==> src/rtl/mem_lsu.sv <==
// Memory-stage load/store unit: issues one data-bus access per load or store,
// stalls the front of the pipeline while the access is in flight, and
// registers the write-back fields toward the WB stage. Big-endian lanes.
module mem_lsu (
  input  logic        clk,
  input  logic        rst,
  input  logic [4:0]  mem_wd,
  input  logic        mem_wreg,
  input  logic [31:0] mem_wdata,
  input  logic [3:0]  mem_op,
  input  logic [31:0] mem_addr,
  input  logic [31:0] mem_sdata,
  output logic        d_req,
  output logic        d_we,
  output logic [31:0] d_addr,
  output logic [3:0]  d_sel,
  output logic [31:0] d_wdata,
  input  logic [31:0] d_rdata,
  input  logic        d_ack,
  output logic        stallreq,
  output logic [4:0]  wb_wd,
  output logic        wb_wreg,
  output logic [31:0] wb_wdata,
  output logic        addr_err
);

  localparam logic [3:0] OP_LB  = 4'd1;
  localparam logic [3:0] OP_LBU = 4'd2;
  localparam logic [3:0] OP_LH  = 4'd3;
  localparam logic [3:0] OP_LHU = 4'd4;
  localparam logic [3:0] OP_LW  = 4'd5;
  localparam logic [3:0] OP_SB  = 4'd6;
  localparam logic [3:0] OP_SH  = 4'd7;
  localparam logic [3:0] OP_SW  = 4'd8;

  typedef enum logic [1:0] {
    IDLE = 2'd0,
    BUS  = 2'd1,
    DONE = 2'd2
  } state_t;

  state_t state;
  state_t next_state;

  logic        is_load;
  logic        is_store;
  logic        acc_byte;
  logic        acc_half;
  logic        acc_word;
  logic        load_signed;
  logic        misaligned;
  logic        mem_access;
  logic [3:0]  req_sel;
  logic [31:0] req_wdata;

  logic        lat_load;
  logic        lat_signed;
  logic        lat_byte;
  logic        lat_half;
  logic [1:0]  lat_off;
  logic [31:0] load_data;

  logic [7:0]  ext_byte;
  logic [15:0] ext_half;
  logic [31:0] load_ext;

  // Decode the access type, alignment, lane mask and replicated store data.
  always_comb begin
    is_load     = 1'b0;
    is_store    = 1'b0;
    acc_byte    = 1'b0;
    acc_half    = 1'b0;
    acc_word    = 1'b0;
    load_signed = 1'b0;
    case (mem_op)
      OP_LB:  begin is_load  = 1'b1; acc_byte = 1'b1; load_signed = 1'b1; end
      OP_LBU: begin is_load  = 1'b1; acc_byte = 1'b1; end
      OP_LH:  begin is_load  = 1'b1; acc_half = 1'b1; load_signed = 1'b1; end
      OP_LHU: begin is_load  = 1'b1; acc_half = 1'b1; end
      OP_LW:  begin is_load  = 1'b1; acc_word = 1'b1; end
      OP_SB:  begin is_store = 1'b1; acc_byte = 1'b1; end
      OP_SH:  begin is_store = 1'b1; acc_half = 1'b1; end
      OP_SW:  begin is_store = 1'b1; acc_word = 1'b1; end
      default: ;
    endcase

    misaligned = (acc_half & mem_addr[0]) | (acc_word & (|mem_addr[1:0]));
    mem_access = (is_load | is_store) & ~misaligned;

    req_sel   = 4'b1111;
    req_wdata = mem_sdata;
    if (acc_byte) begin
      req_sel   = 4'b1000 >> mem_addr[1:0];
      req_wdata = {4{mem_sdata[7:0]}};
    end else if (acc_half) begin
      req_sel   = mem_addr[1] ? 4'b0011 : 4'b1100;
      req_wdata = {2{mem_sdata[15:0]}};
    end
  end

  // Pick the addressed lane out of the returned word and extend it.
  always_comb begin
    ext_byte = d_rdata[31:24];
    case (lat_off)
      2'd0: ext_byte = d_rdata[31:24];
      2'd1: ext_byte = d_rdata[23:16];
      2'd2: ext_byte = d_rdata[15:8];
      2'd3: ext_byte = d_rdata[7:0];
      default: ;
    endcase
    ext_half = lat_off[1] ? d_rdata[15:0] : d_rdata[31:16];

    load_ext = d_rdata;
    if (lat_byte) begin
      load_ext = {{24{lat_signed & ext_byte[7]}}, ext_byte};
    end else if (lat_half) begin
      load_ext = {{16{lat_signed & ext_half[15]}}, ext_half};
    end
  end

  // State register for the access sequencer.
  always_ff @(posedge clk) begin
    if (rst) begin
      state <= IDLE;
    end else begin
      state <= next_state;
    end
  end

  // Next-state selection and the stall request held while an access is pending.
  always_comb begin
    next_state = state;
    stallreq   = 1'b0;
    case (state)
      IDLE: begin
        if (mem_access) begin
          stallreq   = 1'b1;
          next_state = BUS;
        end
      end
      BUS: begin
        stallreq = 1'b1;
        if (d_ack) begin
          next_state = DONE;
        end
      end
      DONE: begin
        next_state = IDLE;
      end
      default: begin
        next_state = IDLE;
      end
    endcase
  end

  // Bus request registers, write-back registers and the misalignment pulse.
  always_ff @(posedge clk) begin
    if (rst) begin
      d_req      <= 1'b0;
      d_we       <= 1'b0;
      d_addr     <= 32'd0;
      d_sel      <= 4'd0;
      d_wdata    <= 32'd0;
      wb_wd      <= 5'd0;
      wb_wreg    <= 1'b0;
      wb_wdata   <= 32'd0;
      addr_err   <= 1'b0;
      lat_load   <= 1'b0;
      lat_signed <= 1'b0;
      lat_byte   <= 1'b0;
      lat_half   <= 1'b0;
      lat_off    <= 2'd0;
      load_data  <= 32'd0;
    end else begin
      addr_err <= 1'b0;
      case (state)
        IDLE: begin
          if (mem_access) begin
            d_req      <= 1'b1;
            d_we       <= is_store;
            d_addr     <= {mem_addr[31:2], 2'b00};
            d_sel      <= req_sel;
            d_wdata    <= req_wdata;
            lat_load   <= is_load;
            lat_signed <= load_signed;
            lat_byte   <= acc_byte;
            lat_half   <= acc_half;
            lat_off    <= mem_addr[1:0];
            wb_wd      <= 5'd0;
            wb_wreg    <= 1'b0;
            wb_wdata   <= 32'd0;
          end else if (misaligned) begin
            addr_err <= 1'b1;
            wb_wd    <= 5'd0;
            wb_wreg  <= 1'b0;
            wb_wdata <= 32'd0;
          end else begin
            wb_wd    <= mem_wd;
            wb_wreg  <= mem_wreg;
            wb_wdata <= mem_wdata;
          end
        end
        BUS: begin
          wb_wd    <= 5'd0;
          wb_wreg  <= 1'b0;
          wb_wdata <= 32'd0;
          if (d_ack) begin
            d_req     <= 1'b0;
            load_data <= load_ext;
          end
        end
        DONE: begin
          if (lat_load) begin
            wb_wd    <= mem_wd;
            wb_wreg  <= 1'b1;
            wb_wdata <= load_data;
          end else begin
            wb_wd    <= 5'd0;
            wb_wreg  <= 1'b0;
            wb_wdata <= 32'd0;
          end
        end
        default: begin
          wb_wd    <= 5'd0;
          wb_wreg  <= 1'b0;
          wb_wdata <= 32'd0;
        end
      endcase
    end
  end

endmodule
==> config.mk <==
export PLATFORM = sky130hd
export DESIGN_NAME = mem_lsu
export DESIGN_NICKNAME = d
export VERILOG_FILES = /design/src/rtl/mem_lsu.sv
export SDC_FILE = /design/constraint.sdc
export NUM_CORES = 1
export LEC_CHECK = 0
export ABC_AREA = 1
export ABC_CLOCK_PERIOD_IN_PS = 1600
export CELL_PAD_IN_SITES_DETAIL_PLACEMENT = 1
export CELL_PAD_IN_SITES_GLOBAL_PLACEMENT = 2
export CORE_AREA = 3 3 161 194
export CTS_BUF_LIST = sky130_fd_sc_hd__clkbuf_4 sky130_fd_sc_hd__clkbuf_8
export DETAILED_ROUTE_END_ITERATION = 6
export DIE_AREA = 0 0 164 197
export GPL_TIMING_DRIVEN = 0
export PLACE_DENSITY_LB_ADDON = 0.1
export SLEW_MARGIN = 20
export SYNTH_ARGS = -nofsm -noshare
export SYNTH_HDL_FRONTEND = slang
export SYNTH_SLANG_ARGS = --single-unit
==> constraint.sdc <==
create_clock -name clk -period 1.6 [get_ports clk]
set_input_delay 0.24 -clock clk [delete_from_list [all_inputs] [get_ports clk]]
set_output_delay 0.24 -clock clk [all_outputs]
set_load 0.05 [all_outputs]
==> qor.yml <==
critical_path:
  path_max_fanout: 5
  critical_path.cell_chain: "nor2_4 -> nand4_4 -> buf_12 -> nand2_4 -> buf_8"
  r2r_slack_ps: 10
  worst_ep_required_time_ps: 1360
  critPathLaunchType: "register"
  max_stage_delay_ps: 370
  critPathKind: "reg -> out"
  cp_slowest_cell: "dfxtp_4"
  worst-endpoint-arrival_ps: 1430
  endpoint_kind: "output pin"
placement:
  numPortBuffers: 248
  post_dp_cell_area_um2: 9750
  place_ws_ps: -1590
  hpwl_um: 23100
  dp_cells: 1694
  gp_congestion: 0.806
power:
  pwr-share-clk: 0.266
  p_total_mw: 10.7
  combPwrFrac: 0.338
  p_int_mw: 6.46
  vdd_ir_drop_max_uv: 374
  p_seq_frac: 0.396
  p_sw_mw: 4.23
  total_leakage_power_nw: 4.73
  power_density_nw_per_um2: 1040
  swShare: 0.395
cts:
  cts_htree_levels: 4
  clockBufferDepth: 2
  cts_tree: "built"
  clock_sinks: 147
  cts_root_buffer: "clkbuf_8"
  clkSlewWorstSetupHoldPaths_ps: 90
  insertion_delay_ps: 460
  ctsHoldBuffers: 0
  cts_buffers: 17
layout:
  n_antenna_cell: 0
  final-instance-count-excl-fill: 1735
  drive_gt1_frac: 0.168
  area_growth_pct: 51.9
  nets: 1474
  fin_util: 0.347
  final_area_um2: 10300
  layout_commonest_cell: "nand2_1"
  final_cell_mix: "nand2_1, nor2_1, dfxtp_1"
synthesis:
  avgSynthCellArea_um2: 6.42
  yosys-top-cells-area: "dfxtp_1, nand2_1, nor2_1"
  synth_area_leader_cell: "dfxtp_1"
  ys_seq_elements: 147
  syn_area_um2: 6770
  ys_types: 23
  synth_top_area_frac: 0.435
  ys_seq_area_frac: 0.435
  yosys_warnings: 0
  synthCells: 1055
route:
  drc: 0
  ant_nets: 0
  wl_um: 29000
  initialDrtViolationCount: 274
  vias: 7489
  viasPerCell: 4.32
  drt_pre_antenna_iters: 4
  avgRoutedWirePerCell_um: 16.7
timing:
  min_period_ps: 1670
  whs_ps: 158
  tns_ps: -71.2
  final_hold_viol_count: 0
  clock-skew-final_ps: 20.9
  rsz0062_at_grt: "true"
  layout_setup_ws_ps: -71.2
  worst_slew_pin_slew_ps: 608
  slew_headroom: 0.595
  drv_slew: 0
  fmax_mhz: 598
  setup_viol: 1
  fin_crit_sh: 1.04
run_status:
  status: "complete, but fails checks"
  violations: "negative setup slack"
die:
  die_h_um: 197
  die_w_um: 164
  rows: 69
  pin_count: 251
  fp.coreArea_um2: 29600
  die-area_um2: 32300
  start_util: 0.229
global_routing:
  grt_pass1_vias: 7771
  grt_antenna_before_repair: 0
  grt_pass1_wl_um: 43800
  grt_max_degree: 20
  gr-total-overflow: 0
  grt_usage: 0.179
job:
  max_cap_violations: 0
min_path:
  hold_path_class: "in -> reg"
==> layout make-up <==
cell class | count | area (um2)
multi-input cells | 752 | 3310
fillers | 3705 | 19300
plain buffers | 58 | 385
well taps | 390 | 488
clock inverters | 11 | 93.8
inverters | 95 | 365
clock buffers | 20 | 275
flip-flops and latches | 147 | 2960
repair buffers | 262 | 2410
==> Yosys cell counts <==
cell and n:
a21oi_1 55, a31oi_1 14, buf_1 3, buf_2 15, buf_4 7, buf_6 5
clkbuf_1 32, clkinv_1 1, conb_1 1, dfxtp_1 147, inv_1 88, inv_2 6
nand2_1 315, nand2_2 4, nand3_1 45, nand3_2 2, nand4_2 1, nor2_1 222
nor2_2 3, nor3_1 2, o211ai_1 7, o21ai_0 73, or2_2 7
==> flip-flops by register name, indices dropped and copies added (netlist names), 2 cells and up <==
name	count
state	2
d_addr	30
lat_off	2
wb_wd	5
d_sel	4
d_wdata	32
load_data	32
wb_wdata	32
==> power groups by stage <==
| stage | Clock (mW) | Combinational [mW] | Sequential [mW] |
|---|---|---|---|
| 2_1_floorplan | 0 | 1.27 | 5.23 |
| 3_3_place_gp | 0 | 3.68 | 4.30 |
| 3_5_place_dp | 0 | 3.70 | 4.30 |
| 4_1_cts | 2.98 | 3.68 | 4.23 |
| 5_1_grt | 3.12 | 3.96 | 4.27 |
| 6_report | 2.85 | 3.62 | 4.23 |
==> worst max-delay path, delay by kind of cell, from the launching register on <==
family                 cells  cell delay, ps
DFF                        1             370
buffers and inverters      2             310
and+or+nand+nor            3             290
==> worst paths after layout <==
kind / from / end / depth (start not counted)
max reg2reg: state[0] / wb_wdata[0] / 5
min: mem_addr[1] / lat_off[1] / 3
min reg2reg: d_req / d_req / 2
max: state[0] / stallreq / 5
==> routing by layer <==
| layer | share of wire | up-vias | track usage |
|---|---|---|---|
| li1 | - | 3814 | - |
| met1 | 0.40 | 3488 | 0.201 |
| met2 | 0.55 | 168 | 0.342 |
| met3 | 0.041 | 19 | 0.0330 |
| met4 | 0.014 | 0 | 0.0489 |
| met5 | 0 | - | 0 |
==> timing repair <==
action | in CTS | in global routing
pin swaps | 5 | 8
resized for setup | 312 | 99
endpoints found under the setup margin | 245 | 136
setup buffers | 4 | 10
==> kinds of logic after synthesis <==
| kind of cell | count (synthesis) | synth area share |
|---|---|---|
| compound gates | 149 | 0.115 |
| buf+inv | 157 | 0.0992 |
| flops | 147 | 0.435 |
| other cells | 1 | 0.000554 |
| simple gates | 601 | 0.350 |
No activity file was read; power rests on OpenSTA's default activity.
